<file path="src/rtl/rv_fetch_pkg.sv">
// Shared fetch-path types and constants: FSM states, queue entry layout, PC defaults.
package rv_fetch_pkg;

  localparam int unsigned FetchXlen = 32;
  localparam logic [31:0] ResetPc   = 32'h0000_0000;
  localparam int unsigned PcStep    = 4;

  typedef enum logic [1:0] {
    StIdle,
    StReq,
    StWait,
    StDrop
  } fetch_state_e;

  typedef struct packed {
    logic [FetchXlen-1:0] pc;
    logic [FetchXlen-1:0] inst;
  } fetch_entry_t;

endpackage

</file>
<file path="src/rtl/sync_fifo.sv">
// Synchronous FIFO with registered storage, flush, occupancy count and full/empty flags.
module sync_fifo #(
  parameter int unsigned WIDTH = 64,
  parameter int unsigned DEPTH = 4
) (
  input  logic                       clk,
  input  logic                       rst,
  input  logic                       flush_i,
  input  logic                       push_i,
  input  logic [WIDTH-1:0]           wdata_i,
  input  logic                       pop_i,
  output logic [WIDTH-1:0]           rdata_o,
  output logic [$clog2(DEPTH):0]     count_o,
  output logic                       full_o,
  output logic                       empty_o
);

  localparam int unsigned AW = $clog2(DEPTH);
  localparam int unsigned CW = AW + 1;

  logic [WIDTH-1:0] mem_q [DEPTH];
  logic [AW-1:0]    wr_ptr_q, rd_ptr_q;
  logic [CW-1:0]    count_q;
  logic             wr_en, rd_en;

  assign full_o  = (count_q == CW'(DEPTH));
  assign empty_o = (count_q == '0);
  assign count_o = count_q;
  assign rdata_o = mem_q[rd_ptr_q];

  // A write into a full queue is only legal alongside a pop of the head slot.
  assign wr_en = push_i && !flush_i && (!full_o || pop_i);
  assign rd_en = pop_i && !flush_i && !empty_o;

  always_ff @(posedge clk or posedge rst) begin
    if (rst) begin
      wr_ptr_q <= '0;
      rd_ptr_q <= '0;
      count_q  <= '0;
    end else if (flush_i) begin
      wr_ptr_q <= '0;
      rd_ptr_q <= '0;
      count_q  <= '0;
    end else begin
      if (wr_en) wr_ptr_q <= wr_ptr_q + AW'(1);
      if (rd_en) rd_ptr_q <= rd_ptr_q + AW'(1);
      if (wr_en && !rd_en)      count_q <= count_q + CW'(1);
      else if (!wr_en && rd_en) count_q <= count_q - CW'(1);
    end
  end

  always_ff @(posedge clk) begin
    if (wr_en) mem_q[wr_ptr_q] <= wdata_i;
  end

  push_when_full_a : assert property (@(posedge clk) disable iff (rst)
    (push_i && !flush_i && full_o) |-> pop_i)
    else $error("sync_fifo: push into full queue without pop");

endmodule

</file>
<file path="src/rtl/if_prefetch_queue.sv">
// Decoupled instruction fetcher: one outstanding memory request feeding a prefetch queue,
// with redirect flush and discard of a stale in-flight response.
module if_prefetch_queue
  import rv_fetch_pkg::*;
#(
  parameter int unsigned     XLEN     = FetchXlen,
  parameter int unsigned     DEPTH    = 4,
  parameter logic [XLEN-1:0] RESET_PC = XLEN'(ResetPc),
  parameter int unsigned     PC_STEP  = PcStep
) (
  input  logic                     clk,
  input  logic                     rst,
  output logic                     inst_ce_o,
  output logic [XLEN-1:0]          inst_addr_o,
  input  logic                     inst_gnt_i,
  input  logic                     inst_valid_i,
  input  logic [XLEN-1:0]          inst_i,
  input  logic                     redirect_i,
  input  logic [XLEN-1:0]          redirect_addr_i,
  output logic                     id_valid_o,
  input  logic                     id_ready_i,
  output logic [XLEN-1:0]          id_pc_o,
  output logic [XLEN-1:0]          id_inst_o,
  output logic [$clog2(DEPTH):0]   level_o
);

  localparam int unsigned LW  = $clog2(DEPTH) + 1;
  localparam int unsigned LW1 = LW + 1;

  fetch_state_e    state_q, state_d;
  logic [XLEN-1:0] fetch_pc_q, fetch_pc_d;
  logic [XLEN-1:0] req_pc_q, req_pc_d;
  logic            push, pop, full, empty;
  logic [LW-1:0]   count;
  logic [2*XLEN-1:0] head;
  logic [LW1-1:0]  level_after_push;

  assign inst_ce_o   = (state_q == StReq);
  assign inst_addr_o = fetch_pc_q;

  assign push = (state_q == StWait) && inst_valid_i && !redirect_i;
  assign pop  = id_ready_i && !empty && !redirect_i;

  // Occupancy once this response lands, so the next request is only issued if it fits.
  assign level_after_push = {1'b0, count} + LW1'(1) - LW1'(pop);

  always_comb begin
    state_d    = state_q;
    fetch_pc_d = fetch_pc_q;
    req_pc_d   = req_pc_q;
    unique case (state_q)
      StIdle: if (!full) state_d = StReq;
      StReq: begin
        if (inst_gnt_i) begin
          state_d    = StWait;
          req_pc_d   = fetch_pc_q;
          fetch_pc_d = fetch_pc_q + XLEN'(PC_STEP);
        end
      end
      StWait: begin
        if (inst_valid_i) state_d = (level_after_push < LW1'(DEPTH)) ? StReq : StIdle;
      end
      StDrop: if (inst_valid_i) state_d = StReq;
      default: state_d = StIdle;
    endcase

    // A request still owed a response after the redirect must be drained in StDrop.
    if (redirect_i) begin
      fetch_pc_d = redirect_addr_i;
      if ((state_q == StReq && inst_gnt_i) ||
          ((state_q == StWait || state_q == StDrop) && !inst_valid_i)) begin
        state_d = StDrop;
      end else begin
        state_d = StReq;
      end
    end
  end

  always_ff @(posedge clk or posedge rst) begin
    if (rst) begin
      state_q    <= StIdle;
      fetch_pc_q <= RESET_PC;
      req_pc_q   <= '0;
    end else begin
      state_q    <= state_d;
      fetch_pc_q <= fetch_pc_d;
      req_pc_q   <= req_pc_d;
    end
  end

  sync_fifo #(
    .WIDTH (2 * XLEN),
    .DEPTH (DEPTH)
  ) u_queue (
    .clk     (clk),
    .rst     (rst),
    .flush_i (redirect_i),
    .push_i  (push),
    .wdata_i ({req_pc_q, inst_i}),
    .pop_i   (pop),
    .rdata_o (head),
    .count_o (count),
    .full_o  (full),
    .empty_o (empty)
  );

  assign id_valid_o = !empty;
  assign id_pc_o    = empty ? '0 : head[2*XLEN-1:XLEN];
  assign id_inst_o  = empty ? '0 : head[XLEN-1:0];
  assign level_o    = count;

endmodule
</file>
<file path="config.mk">
export PLATFORM = sky130hd
export DESIGN_NAME = if_prefetch_queue
export DESIGN_NICKNAME = d
export VERILOG_FILES = /design/src/rtl/rv_fetch_pkg.sv /design/src/rtl/sync_fifo.sv /design/src/rtl/if_prefetch_queue.sv
export SDC_FILE = /design/constraint.sdc
export NUM_CORES = 1
export LEC_CHECK = 0
export BUFFER_PORTS_ARGS = -buffer_cell sky130_fd_sc_hd__buf_2
export CAP_MARGIN = 20
export CORE_UTILIZATION = 56
export DETAILED_ROUTE_END_ITERATION = 8
export GPL_ROUTABILITY_DRIVEN = 1
export PLACE_DENSITY = 0.88
export SLEW_MARGIN = 10
export SYNTH_ARGS = -nofsm -noshare
export SYNTH_HDL_FRONTEND = slang
export SYNTH_SLANG_ARGS = --single-unit
</file>
<file path="constraint.sdc">
create_clock -name clk -period 4 [get_ports clk]
set_input_delay 0.4 -clock clk [delete_from_list [all_inputs] [get_ports clk]]
set_output_delay 0.4 -clock clk [all_outputs]
set_load 0.1 [all_outputs]
</file>
==> results.md <==
- Resized cells post-CTS: 0
- Status: finished, final reports clean
- Most common cell after layout, fill and taps aside: edfxtp_1
- H-Tree Level Count: 1
- Worst hold endpoint: u_queue.mem_q[2][0]
- Worst skew pair latency: 0.56 ns
- Post-synthesis cell count: 805
- Cells along the critical path: buf_4 > mux4_2 > and2_1 > buf_2
- Critical R2R Launch: state_q[0]
- Max Buffers Root-to-Sink: 3
- Crit path max-delay cell type: dfrtp_4
- Root Buffer: clkbuf_16
- Starting DRT DRC Count: 749
- CTS tree: done
- Hpwl dp: 17700 µm
- Post-synth EDFFs: 256
- # rows: 55
- Crit Path Category: reg -> out
- Vias after detailed routing: 7877
- CTS buffer count: 31
- Layout fillers: 1486
- CORE AREA: 0.0229 mm²
- Area of the multi-input gates: 0.00352 mm²
- Post-Route WL: 29100 µm
- Die area: 0.0243 mm²
- Number of synthesized register bits: 329
- F_max: 316 MHz
- First-pass GRT wire length: 44700 µm
- Cell Area, Synth: 0.0132 mm²
- Mean post-synth cell area: 16.4 µm²
- Largest net degree at the start of global routing: 66
- Initial antenna violation count: 0
- Final net count: 1052
- CTS clock-pin slew for the worst setup and hold paths: 0.06 ns
- Power Density: 824 mW/mm²
- GRT Util Overall: 24.5%
- Final worst-path cycle share: 79.1%
- DRC: 0
- CP Capture Type: output port
- Arrival time worst endpoint: 2.76 ns
- Area Overhead vs Synth: 17.1%
- CP Depth: 4
- CP peak stage delay: 0.73 ns
- Grt ovf: 0
- R2r setup slk: 1.06 ns
- Critical Path RT: 3.60 ns
- Syn Nets: 881
- I/O pin count: 171
- Hold_sp: inst_i[0]
- Post-Place Cells: 1254
- Vias in the first global route: 7855
- Die width: 156 µm
- Worst Tran Pin Value: 0.981 ns
- Number of buffers added on ports: 170
- Total clock sinks: 329
- Max-Cap Viols: 0
- Final Non-Filler Cells: 1315
- Util after Layout: 67.6%
- Largest delay share family, worst path: flip-flops
- Initial Utilization: 57.8%
- P_leak: 5.72 nW
- Peak supply drop: 0.668 mV
- Main flop type after synthesis: edfxtp_1
- Die Ht: 156 µm
- Buf/Inv on CP: 2
- Rel. slew slack: 34.6%
- Slew Limit Fails: 0
- 1st-pass router iterations: 5
- Layout Skew: 0.0239 ns
- Setup Buffers After CTS: 0
- Netlist cell types: 46
- CP Max Fanout: 23
- Seq/Total Area, Yosys: 71.9%
- Final setup vio count: 0
- Synthesis Warnings: 0
- TNS Setup: 0 ns
- Synth async-reset ratio: 22.2%
- Flip-flop and latch area: 0.00952 mm²
- GP Congestion: 0.807
- WHS Path Cells: 1
- Most frequent cells in the layout: edfxtp_1, buf_2, nand2_1
- Share of cells above drive strength 1: 30.5%
- Hold WC Path Type: in -> reg
- FF-to-FF End: u_queue.mem_q[2][32]
- RSZ-0062 raised after global routing: no
- Post-DRT Antenna Nets: 0
- Fin crit period: 3.16 ns
- Vias per cell: 5.99
- R2r worst-path depth: 3
- Wirelength per Cell: 22.1 µm
- Startpoint types: flop
- Final hold viol count: 0
## layout make-up
cell class	count	area share (%)
well taps	313	2.53
clock buffers	32	5.03
clock inverters	26	1.91
flip-flops and latches	329	61.4
multi-input cells	424	22.7
repair buffers	179	6.10
diodes	1	0.0161
inverters	11	0.266
## Yosys cell counts, types with 2 or more instances
master	instances	area, µm²
o31ai_1	9	67.6
mux2i_1	2	20.0
edfxtp_1	256	7690
o21ai_0	22	110
buf_2	5	25.0
mux2_2	3	33.8
a21o_1	3	22.5
nor3_1	3	15.0
inv_1	11	41.3
and4_1	3	26.3
a21oi_1	3	15.0
nor4_1	4	25.0
and2_1	68	425
a31oi_1	12	75.1
nand2_1	113	424
and3_1	4	25.0
nand3_1	15	75.1
nor2_1	21	78.8
nand3b_1	4	30.0
buf_1	7	26.3
clkbuf_1	28	105
nand4_1	11	68.8
xnor2_1	6	52.6
dfrtp_1	73	1830
ha_1	5	62.6
o31a_1	2	17.5
o211ai_1	4	30.0
mux4_2	64	1440
a311oi_1	2	17.5
nand4b_1	3	26.3
or4_1	13	97.6
or3_1	6	37.5
xor2_1	6	52.6
and4b_1	2	20.0
## worst register-to-register path: stages (launching register included)
cell	delay [ns]
dfrtp_1	0.44
nand3b_1	0.33
nor3_1	0.82
and2_4	0.88
## how the worst max path moves through the flow
stage,from,end
after global routing,u_queue.rd_ptr_q[0],id_inst_o[6]
after global placement,state_q[0],u_queue.mem_q[0][26]
after floorplan,u_queue.count_o[0],u_queue.mem_q[1][0]
final,u_queue.rd_ptr_q[0],id_pc_o[2]
after detailed placement,state_q[0],u_queue.mem_q[0][23]
after CTS,u_queue.rd_ptr_q[0],id_pc_o[2]
## repair_timing
| item | CTS | global route |
|---|---|---|
| hold endpoints to repair | 0 | 8 |
| hold buffers | 0 | 1 |
| endpoints found under the setup margin | 0 | 0 |
## state kept, by name, summed over array words and instances, names as in the netlist
| signal | count |
|---|---|
| u_queue.rd_ptr_q | 2 |
| state_q | 2 |
| u_queue.count_o | 3 |
| req_pc_q | 32 |
| inst_addr_o | 32 |
| u_queue.mem_q | 256 |
| u_queue.wr_ptr_q | 2 |
## per-layer routing
| layer | share of wire [%] | track usage, % |
|---|---|---|
| met1 | 40 | 34.5 |
| met2 | 50 | 39.8 |
| met3 | 7.7 | 4.06 |
| met4 | 2.5 | 7.70 |
| met5 | 0 | 0 |
## through the flow
step | worst slack, ns | hold slack (ns) | cell area [µm²] | total power [W]
finish | 0.836 | 0.0600 | 15500 | 0.0128
global route | 0.711 | 0.0490 | 15500 | 0.0132
CTS | 0.771 | 0.0350 | 15500 | 0.0128
floorplan | 0.372 | 0.476 | 13200 | 0.00882
detailed placement | 1.13 | 0.494 | 14400 | 0.00977
global placement | 1.32 | 0.493 | 14400 | 0.00970
## power breakdown
group	switching, W	internal (W)
sequential	0.000351	0.00398
combinational	0.00434	0.00104
clock	0.00125	0.00181
total	0.00595	0.00683
## cells by family after synthesis
kind of cell | after synthesis | share of synthesized area, %
xor gates and xnor gates | 12 | 0.794
and+or+nand+nor | 276 | 10.8
buffers and inverters | 52 | 1.58
adders and majority gates | 6 | 0.624
muxes | 69 | 11.3
AOI/OAI and AO/OA | 61 | 3.02
DFF | 329 | 71.9
(Power assumes the default switching activity.)
